$ cat src/rtl/apb_pkg.sv
// Shared APB definitions: FSM state encoding, ALU CSR register map and default widths.
// The ALU's APB slave imports the same register constants.
package apb_pkg;

  localparam int APB_ADDRESS_SIZE = 2;
  localparam int APB_DATA_WIDTH   = 32;

  localparam logic [1:0] APB_IDLE   = 2'd0;
  localparam logic [1:0] APB_SETUP  = 2'd1;
  localparam logic [1:0] APB_ACCESS = 2'd2;

  localparam logic [1:0] REG_CTRL = 2'd0;
  localparam logic [1:0] REG_0    = 2'd1;
  localparam logic [1:0] REG_1    = 2'd2;
  localparam logic [1:0] REG_RES  = 2'd3;

endpackage

$ cat src/rtl/apb_timeout_cnt.sv
// Saturating wait-cycle counter for the APB master's ACCESS timeout.
// Only instantiated when APB_MASTER_TIMEOUT_EN is defined.
module apb_timeout_cnt #(
  parameter int TIMEOUT_CYCLES = 16
) (
  input  logic clk,
  input  logic rst_n,
  input  logic clear,
  input  logic inc,
  output logic expired
);

  localparam int CNT_W = $clog2(TIMEOUT_CYCLES + 1);
  localparam logic [CNT_W-1:0] LIMIT = CNT_W'(TIMEOUT_CYCLES);

  logic [CNT_W-1:0] cnt_q;
  logic [CNT_W-1:0] cnt_d;

  // Saturate at the limit so a stalled count can never wrap back below it.
  always_comb begin
    cnt_d = cnt_q;
    if (clear) begin
      cnt_d = '0;
    end else if (inc && (cnt_q != LIMIT)) begin
      cnt_d = cnt_q + 1'b1;
    end
  end

  always_ff @(posedge clk or negedge rst_n) begin
    if (!rst_n) begin
      cnt_q <= '0;
    end else begin
      cnt_q <= cnt_d;
    end
  end

  assign expired = (cnt_q == LIMIT);

endmodule

$ cat src/rtl/apb_master.sv
// APB initiator: turns single-word local commands into SETUP/ACCESS transfers and
// returns a one-cycle response pulse. Optional ACCESS timeout via APB_MASTER_TIMEOUT_EN.
module apb_master
  import apb_pkg::*;
#(
  parameter int ADDRESS_SIZE   = APB_ADDRESS_SIZE,
  parameter int DATA_WIDTH     = APB_DATA_WIDTH,
  parameter int TIMEOUT_CYCLES = 16
) (
  input  logic                    clk,
  input  logic                    rst_n,
  input  logic                    cmd_valid,
  output logic                    cmd_ready,
  input  logic                    cmd_write,
  input  logic [ADDRESS_SIZE-1:0] cmd_addr,
  input  logic [DATA_WIDTH-1:0]   cmd_wdata,
  output logic [ADDRESS_SIZE-1:0] addr,
  output logic                    sel,
  output logic                    en,
  output logic                    write,
  output logic [DATA_WIDTH-1:0]   wdata,
  input  logic [DATA_WIDTH-1:0]   rdata,
  input  logic                    ready,
  input  logic                    slv_err,
  output logic                    rsp_valid,
  output logic [DATA_WIDTH-1:0]   rsp_rdata,
  output logic                    rsp_err,
  output logic                    rsp_timeout
);

  logic [1:0]              state_q, state_d;
  logic [ADDRESS_SIZE-1:0] addr_q, addr_d;
  logic                    write_q, write_d;
  logic [DATA_WIDTH-1:0]   wdata_q, wdata_d;
  logic                    sel_q, sel_d;
  logic                    en_q, en_d;
  logic                    rsp_valid_q, rsp_valid_d;
  logic [DATA_WIDTH-1:0]   rsp_rdata_q, rsp_rdata_d;
  logic                    rsp_err_q, rsp_err_d;
  logic                    rsp_timeout_q, rsp_timeout_d;
  logic                    timeout_hit;

`ifdef APB_MASTER_TIMEOUT_EN
  logic cnt_expired;

  apb_timeout_cnt #(
    .TIMEOUT_CYCLES(TIMEOUT_CYCLES)
  ) u_timeout_cnt (
    .clk    (clk),
    .rst_n  (rst_n),
    .clear  (state_q == APB_SETUP),
    .inc    ((state_q == APB_ACCESS) && !ready),
    .expired(cnt_expired)
  );

  assign timeout_hit = cnt_expired;
`else
  assign timeout_hit = 1'b0;
`endif

  assign cmd_ready = (state_q == APB_IDLE);

  // sel/en are registered, so they are derived from the next state.
  always_comb begin
    state_d       = state_q;
    addr_d        = addr_q;
    write_d       = write_q;
    wdata_d       = wdata_q;
    rsp_valid_d   = 1'b0;
    rsp_rdata_d   = rsp_rdata_q;
    rsp_err_d     = rsp_err_q;
    rsp_timeout_d = rsp_timeout_q;
    case (state_q)
      APB_IDLE: begin
        if (cmd_valid) begin
          addr_d  = cmd_addr;
          write_d = cmd_write;
          wdata_d = cmd_wdata;
          state_d = APB_SETUP;
        end
      end
      APB_SETUP: begin
        state_d = APB_ACCESS;
      end
      APB_ACCESS: begin
        // A late ready in the abort cycle still wins over the timeout.
        if (ready) begin
          rsp_valid_d   = 1'b1;
          rsp_err_d     = slv_err;
          rsp_rdata_d   = (!write_q && !slv_err) ? rdata : '0;
          rsp_timeout_d = 1'b0;
          state_d       = APB_IDLE;
        end else if (timeout_hit) begin
          rsp_valid_d   = 1'b1;
          rsp_err_d     = 1'b1;
          rsp_rdata_d   = '0;
          rsp_timeout_d = 1'b1;
          state_d       = APB_IDLE;
        end
      end
      default: begin
        state_d = APB_IDLE;
      end
    endcase
    sel_d = (state_d != APB_IDLE);
    en_d  = (state_d == APB_ACCESS);
  end

  always_ff @(posedge clk or negedge rst_n) begin
    if (!rst_n) begin
      state_q       <= APB_IDLE;
      addr_q        <= '0;
      write_q       <= 1'b0;
      wdata_q       <= '0;
      sel_q         <= 1'b0;
      en_q          <= 1'b0;
      rsp_valid_q   <= 1'b0;
      rsp_rdata_q   <= '0;
      rsp_err_q     <= 1'b0;
      rsp_timeout_q <= 1'b0;
    end else begin
      state_q       <= state_d;
      addr_q        <= addr_d;
      write_q       <= write_d;
      wdata_q       <= wdata_d;
      sel_q         <= sel_d;
      en_q          <= en_d;
      rsp_valid_q   <= rsp_valid_d;
      rsp_rdata_q   <= rsp_rdata_d;
      rsp_err_q     <= rsp_err_d;
      rsp_timeout_q <= rsp_timeout_d;
    end
  end

  assign addr        = addr_q;
  assign write       = write_q;
  assign wdata       = wdata_q;
  assign sel         = sel_q;
  assign en          = en_q;
  assign rsp_valid   = rsp_valid_q;
  assign rsp_rdata   = rsp_rdata_q;
  assign rsp_err     = rsp_err_q;
  assign rsp_timeout = rsp_timeout_q;

endmodule

$ cat config.mk
export PLATFORM = sky130hd
export DESIGN_NAME = apb_master
export DESIGN_NICKNAME = d
export VERILOG_FILES = /design/src/rtl/apb_pkg.sv /design/src/rtl/apb_timeout_cnt.sv /design/src/rtl/apb_master.sv
export SDC_FILE = /design/constraint.sdc
export NUM_CORES = 1
export LEC_CHECK = 0
export CORE_ASPECT_RATIO = 0.6
export CORE_UTILIZATION = 25
export DETAILED_ROUTE_END_ITERATION = 12
export GPL_ROUTABILITY_DRIVEN = 0
export SYNTH_ARGS = -nofsm -noshare
export SYNTH_HDL_FRONTEND = slang
export SYNTH_HIERARCHICAL = 1
export SYNTH_SLANG_ARGS = --single-unit
$ cat constraint.sdc
create_clock -name clk -period 2.9 [get_ports clk]
set_clock_uncertainty 0.2 [all_clocks]
set_input_delay 0.58 -clock clk [delete_from_list [all_inputs] [get_ports clk]]
set_output_delay 0.58 -clock clk [all_outputs]
set_load 0.05 [all_outputs]
; Word-level counts from Yosys, hierarchy flattened
; Cells that the tools add are included.
; W data, S select, Z words.
[totals]
regBits = 73
elab_cells = 25
input_bits = 72
[classes]
reduce_logical = 7
mux = 6
n_eq_ne = 3
[op_table]
columns = operator, count
row1 = $mux W32, 1
row2 = $pmux W2 S3, 1
row3 = $eq A2 B2 Y1 const B, 2
row4 = $mux W2, 2
row5 = $reduce_and A2 Y1, 2
row6 = $eq A2 B1 Y1 const B, 1
row7 = $logic_not A1 Y1, 2
row8 = $logic_not A2 Y1, 1
row9 = $mux W1, 2
row10 = $reduce_bool A2 Y1, 1
row11 = $logic_and A1 B1 Y1, 1

; Depth between registers and ports, before layout
[logic_depth]
ltp_word = 3
mapped_depth = 4
depth_no_buf = 2

; Worst setup path after synthesis
; No wires, ideal clock.
[synth_timing]
path_kind = register -> output
start = register state_q[1]
end = output cmd_ready
required_time_ps = 2120
n_path_buf = 0
arrival_ps = 1067
slack_ps = 1053
stages_incl_launch_ff = 2
cell_sequence = dfrtp_1 -> nor2_1
[synth_via]
elab_chain_len = 1
[synth_lines]
columns = item, line_no
row1 = from (decl), apb_master.sv:31  ; logic [1:0] state_q, state_d;
row2 = from (signal assigned), apb_master.sv:122  ; state_q <= state_d;
row3 = $logic_not A2 Y1, apb_master.sv:61  ; assign cmd_ready = (state_q == APB_IDLE);
row4 = to (decl), apb_master.sv:13  ; output logic cmd_ready,
; No other way between the ends.

; Worst setup path in the final report
; Same ends and word-level chain as after synthesis.

==> results by stage <==
Status:
- The run finished with clean final reports.

Clock network:
- For this design, the sink count on the clock tree is 73.
- The maximum level of the CTS H-tree is 3.
- The number of buffers inserted for hold repair after clock tree synthesis is 0.
- The number of gates resized after cts is 0.
- The maximum number of buffers from clock root to sink is 2.
- The register clock-pin slew on the reported worst setup and hold paths is 0.05 ns.
- The number of CTS-inserted buffers is 9.
- The CTS tree is built.
- The count of buffers added by post-CTS timing repair for setup is 0.
- The clock latency reported for the late side of the worst-skew pair is 0.32 ns.
- The root buffer selected by CTS is sky130_fd_sc_hd__clkbuf_16.

STA:
- The relative slew slack is 0.3729.
- The final count of pins violating max slew is 0.
- Setup slack on the critical path of the routed design comes to 0.3848 ns.
- After routing, the total negative slack on setup checks comes to 0 ns.
- For the pin with the worst max-slew slack, the measured transition is 0.9406 ns.
- Setup violations remaining at the end of the flow were counted as 0.
- The ratio of final minimum period to clock period is 0.8673.
- The minimum hold slack is 0.1989 ns.
- The time the final worst path needs with I/O delays and setup is 2.515 ns.
- The hold violation total from the final report is 0.
- Setup repair after global routing left no endpoint under its margin.
- The maximum clock frequency is 0.3976 GHz.

Placed design:
- The count of input and output buffers is 143.
- The detailed placer's ending HPWL is 5461 um.
- Prior to clock tree synthesis, the placed netlist has a worst setup slack of 0.5419 ns.

Global route:
- The number of antenna violations at the first check in global routing is 0.
- The number of global-route vias before repair came to 2226.
- The first global-routing pass estimated 12060 um of wire.
- The total congestion overflow after global routing is 0.
- Entering global routing, the biggest net connects 74 pins.
- For this run, the total global-route usage over all layers was measured as 0.1212.

Die:
- The core region is 0.01226 mm2.
- The area of the die is 0.01328 mm2.
- Pin placement for this block handled 145 I/O pins.
- The die is 148.1 um wide.
- The die span in y is 89.68 um.
- The number of placement rows is 31.
- The initial cell density of the core is 0.2613.

Routing:
- In the routed design, unresolved DRC markers number 0.
- In the routed layout, each cell is associated on average with a via count of 4.216.
- In this run the remaining antenna-violating nets after routing total 0.
- The total via count after detailed routing is 2146.
- The total iterations of the first detailed-routing run is 4.
- The average wire per standard cell is 15.18 um.
- The first routing iteration left 74 violations.
- The wire length reported by the detailed router is 7725 um.

Worst hold path:
- The path class of the tightest hold or removal check is primary input to asynchronous set/reset pin.

Logic synthesis:
- The synthesized netlist occupies a cell area of 0.003203 mm2.
- Synthesis handed over a netlist of 199 instances.
- The flip-flop and latch count after synthesis is 73.
- After synthesis, the netlist uses 16 different library cells.
- The net count after synthesis is 271.
- The sequential area share after synthesis is 0.5703.
- Dividing the synthesized area by the synthesized cell count gives 16.10 um2.
- The number of synthesis warnings is 6.

Setup path:
- The data required time at the worst endpoint is 2.12 ns.
- The worst stage delay on the critical path is 0.83 ns.
- STA classifies the critical path endpoint as an output pin.
- The arrival time of the worst setup path is 1.74 ns.
- The critical path startpoint category is a flop.
- The critical-path maximum fanout is 7.
- Walking the worst path, the cells encountered are nor2_1 -> clkdlybuf4s50_1.
- The classification of the worst setup path is flop to output pin.
- The slowest stage of the critical path is the sky130_fd_sc_hd__clkdlybuf4s50_1 cell.

Pwr:
- The areal power density over the cells is 1350 mW/mm2.
- The leakage power is 2.061 nW.
- The largest vdd supply drop is 0.5834 mV.

Finish:
- The number of nets in the final layout is 414.
- Compared with the post-synthesis result, the final layout area differs by 55.31%.
- 0 antenna diodes ended up in the layout.
- The fraction of final layout cells with drive strength greater than 1 is 0.2616.
- The share of the core filled with cells is 0.4059.

Job:
- The tool flagged a number of max-cap violations equal to 0.
where the power goes:
group          internal (mW)  leakage (nW)  switching, mW  total [mW]
sequential              1.52         0.914          0.330        1.85
combinational           1.53          1.02           2.36        3.89
clock                  0.587         0.124          0.384       0.971
worst paths after layout:
check,from,end,slack (ns),cells after the start
setup / recovery,state_q[1],cmd_ready,0.38,2
hold / removal,rst_n,rsp_rdata[28],0.20,1
hold reg to reg,wdata[3],wdata[3],0.30,1
max in group asynchronous,rst_n,wdata[11],1.69,1
min in group clk,wdata[3],wdata[3],0.30,1
setup reg to reg,write,rsp_rdata[15],1.14,3
synthesized netlist by cell type:
cell type	n	area (um2)
sky130_fd_sc_hd__nor3b_1	33	247.7
sky130_fd_sc_hd__mux2_4	29	435.4
sky130_fd_sc_hd__buf_2	1	5.000
sky130_fd_sc_hd__buf_12	6	120.1
sky130_fd_sc_hd__conb_1	1	3.750
sky130_fd_sc_hd__dfrtp_1	73	1827
sky130_fd_sc_hd__a211o_1	1	8.760
sky130_fd_sc_hd__and2b_2	1	8.760
sky130_fd_sc_hd__buf_6	2	22.52
sky130_fd_sc_hd__a21o_1	2	15.01
sky130_fd_sc_hd__clkbuf_8	2	27.53
sky130_fd_sc_hd__nor2_1	2	7.510
sky130_fd_sc_hd__clkbuf_1	5	18.77
sky130_fd_sc_hd__and3b_1	1	8.760
sky130_fd_sc_hd__mux2_2	39	439.2
sky130_fd_sc_hd__buf_4	1	7.510
logic make-up (layout without fill, tap and decap cells):
| logic type | after synthesis | count (layout) | synth area share |
|---|---|---|---|
| AO/OA/AOI/OAI | 3 | 3 | 0.007421 |
| buffers and inverters | 17 | 162 | 0.06289 |
| flip-flops | 73 | 73 | 0.5703 |
| multiplexers | 68 | 68 | 0.2730 |
| other | 1 | 1 | 0.001171 |
| AND/OR/NAND/NOR | 37 | 37 | 0.08516 |
per-stage QoR:
step,area (um2),cells,total power [mW]
after global routing,4975,509,7.034
final,4975,509,6.716
after floorplan,3203,199,4.502
after CTS,4975,509,6.816
after global placement,4723,496,5.752
after detailed placement,4723,496,5.789
cell usage in the layout, fill, tap and decap left out, types with 2 or more instances in the layout:
cell type and count:
sky130_fd_sc_hd__nor2_1 2, sky130_fd_sc_hd__a21o_1 2, sky130_fd_sc_hd__mux2_4 29, sky130_fd_sc_hd__dfrtp_1 73, sky130_fd_sc_hd__clkbuf_16 9, sky130_fd_sc_hd__clkbuf_1 2, sky130_fd_sc_hd__nor3b_1 32, sky130_fd_sc_hd__buf_12 3
sky130_fd_sc_hd__clkdlybuf4s50_1 141, sky130_fd_sc_hd__buf_4 5, sky130_fd_sc_hd__mux2_2 39
per-layer routing:
layer,GRT usage,wire [um],vias to the layer above
met5,0,0,-
met4,0.03655,80,0
met1,0.1642,3727,1058
met3,0.05909,797,10
met2,0.1682,3120,92
li1,-,-,986
sequential cells by signal (all words and copies together), names as in the netlist:
name / count
sel: 1
en: 1
rsp_valid: 1
wdata: 32
rsp_err: 1
state_q: 2
rsp_rdata: 32
addr: 2
write: 1
worst max-delay path: cells and delay by family, from the launching register on:
kind,cells,cell delay (ns)
buffers and inverters,1,0.83
flip-flops,1,0.45
AND/OR/NAND/NOR,1,0.14
area by class of cell:
cell class              instances  area, um2
clock buffers                  12      246.5
clock inverters                 1      5.005
fillers                      1170       7282
multi-input cells             109       1181
flip-flops and latches         73       1827
well taps                     165      206.4
repair buffers                149       1509
Power figures use the tool's default switching activity.
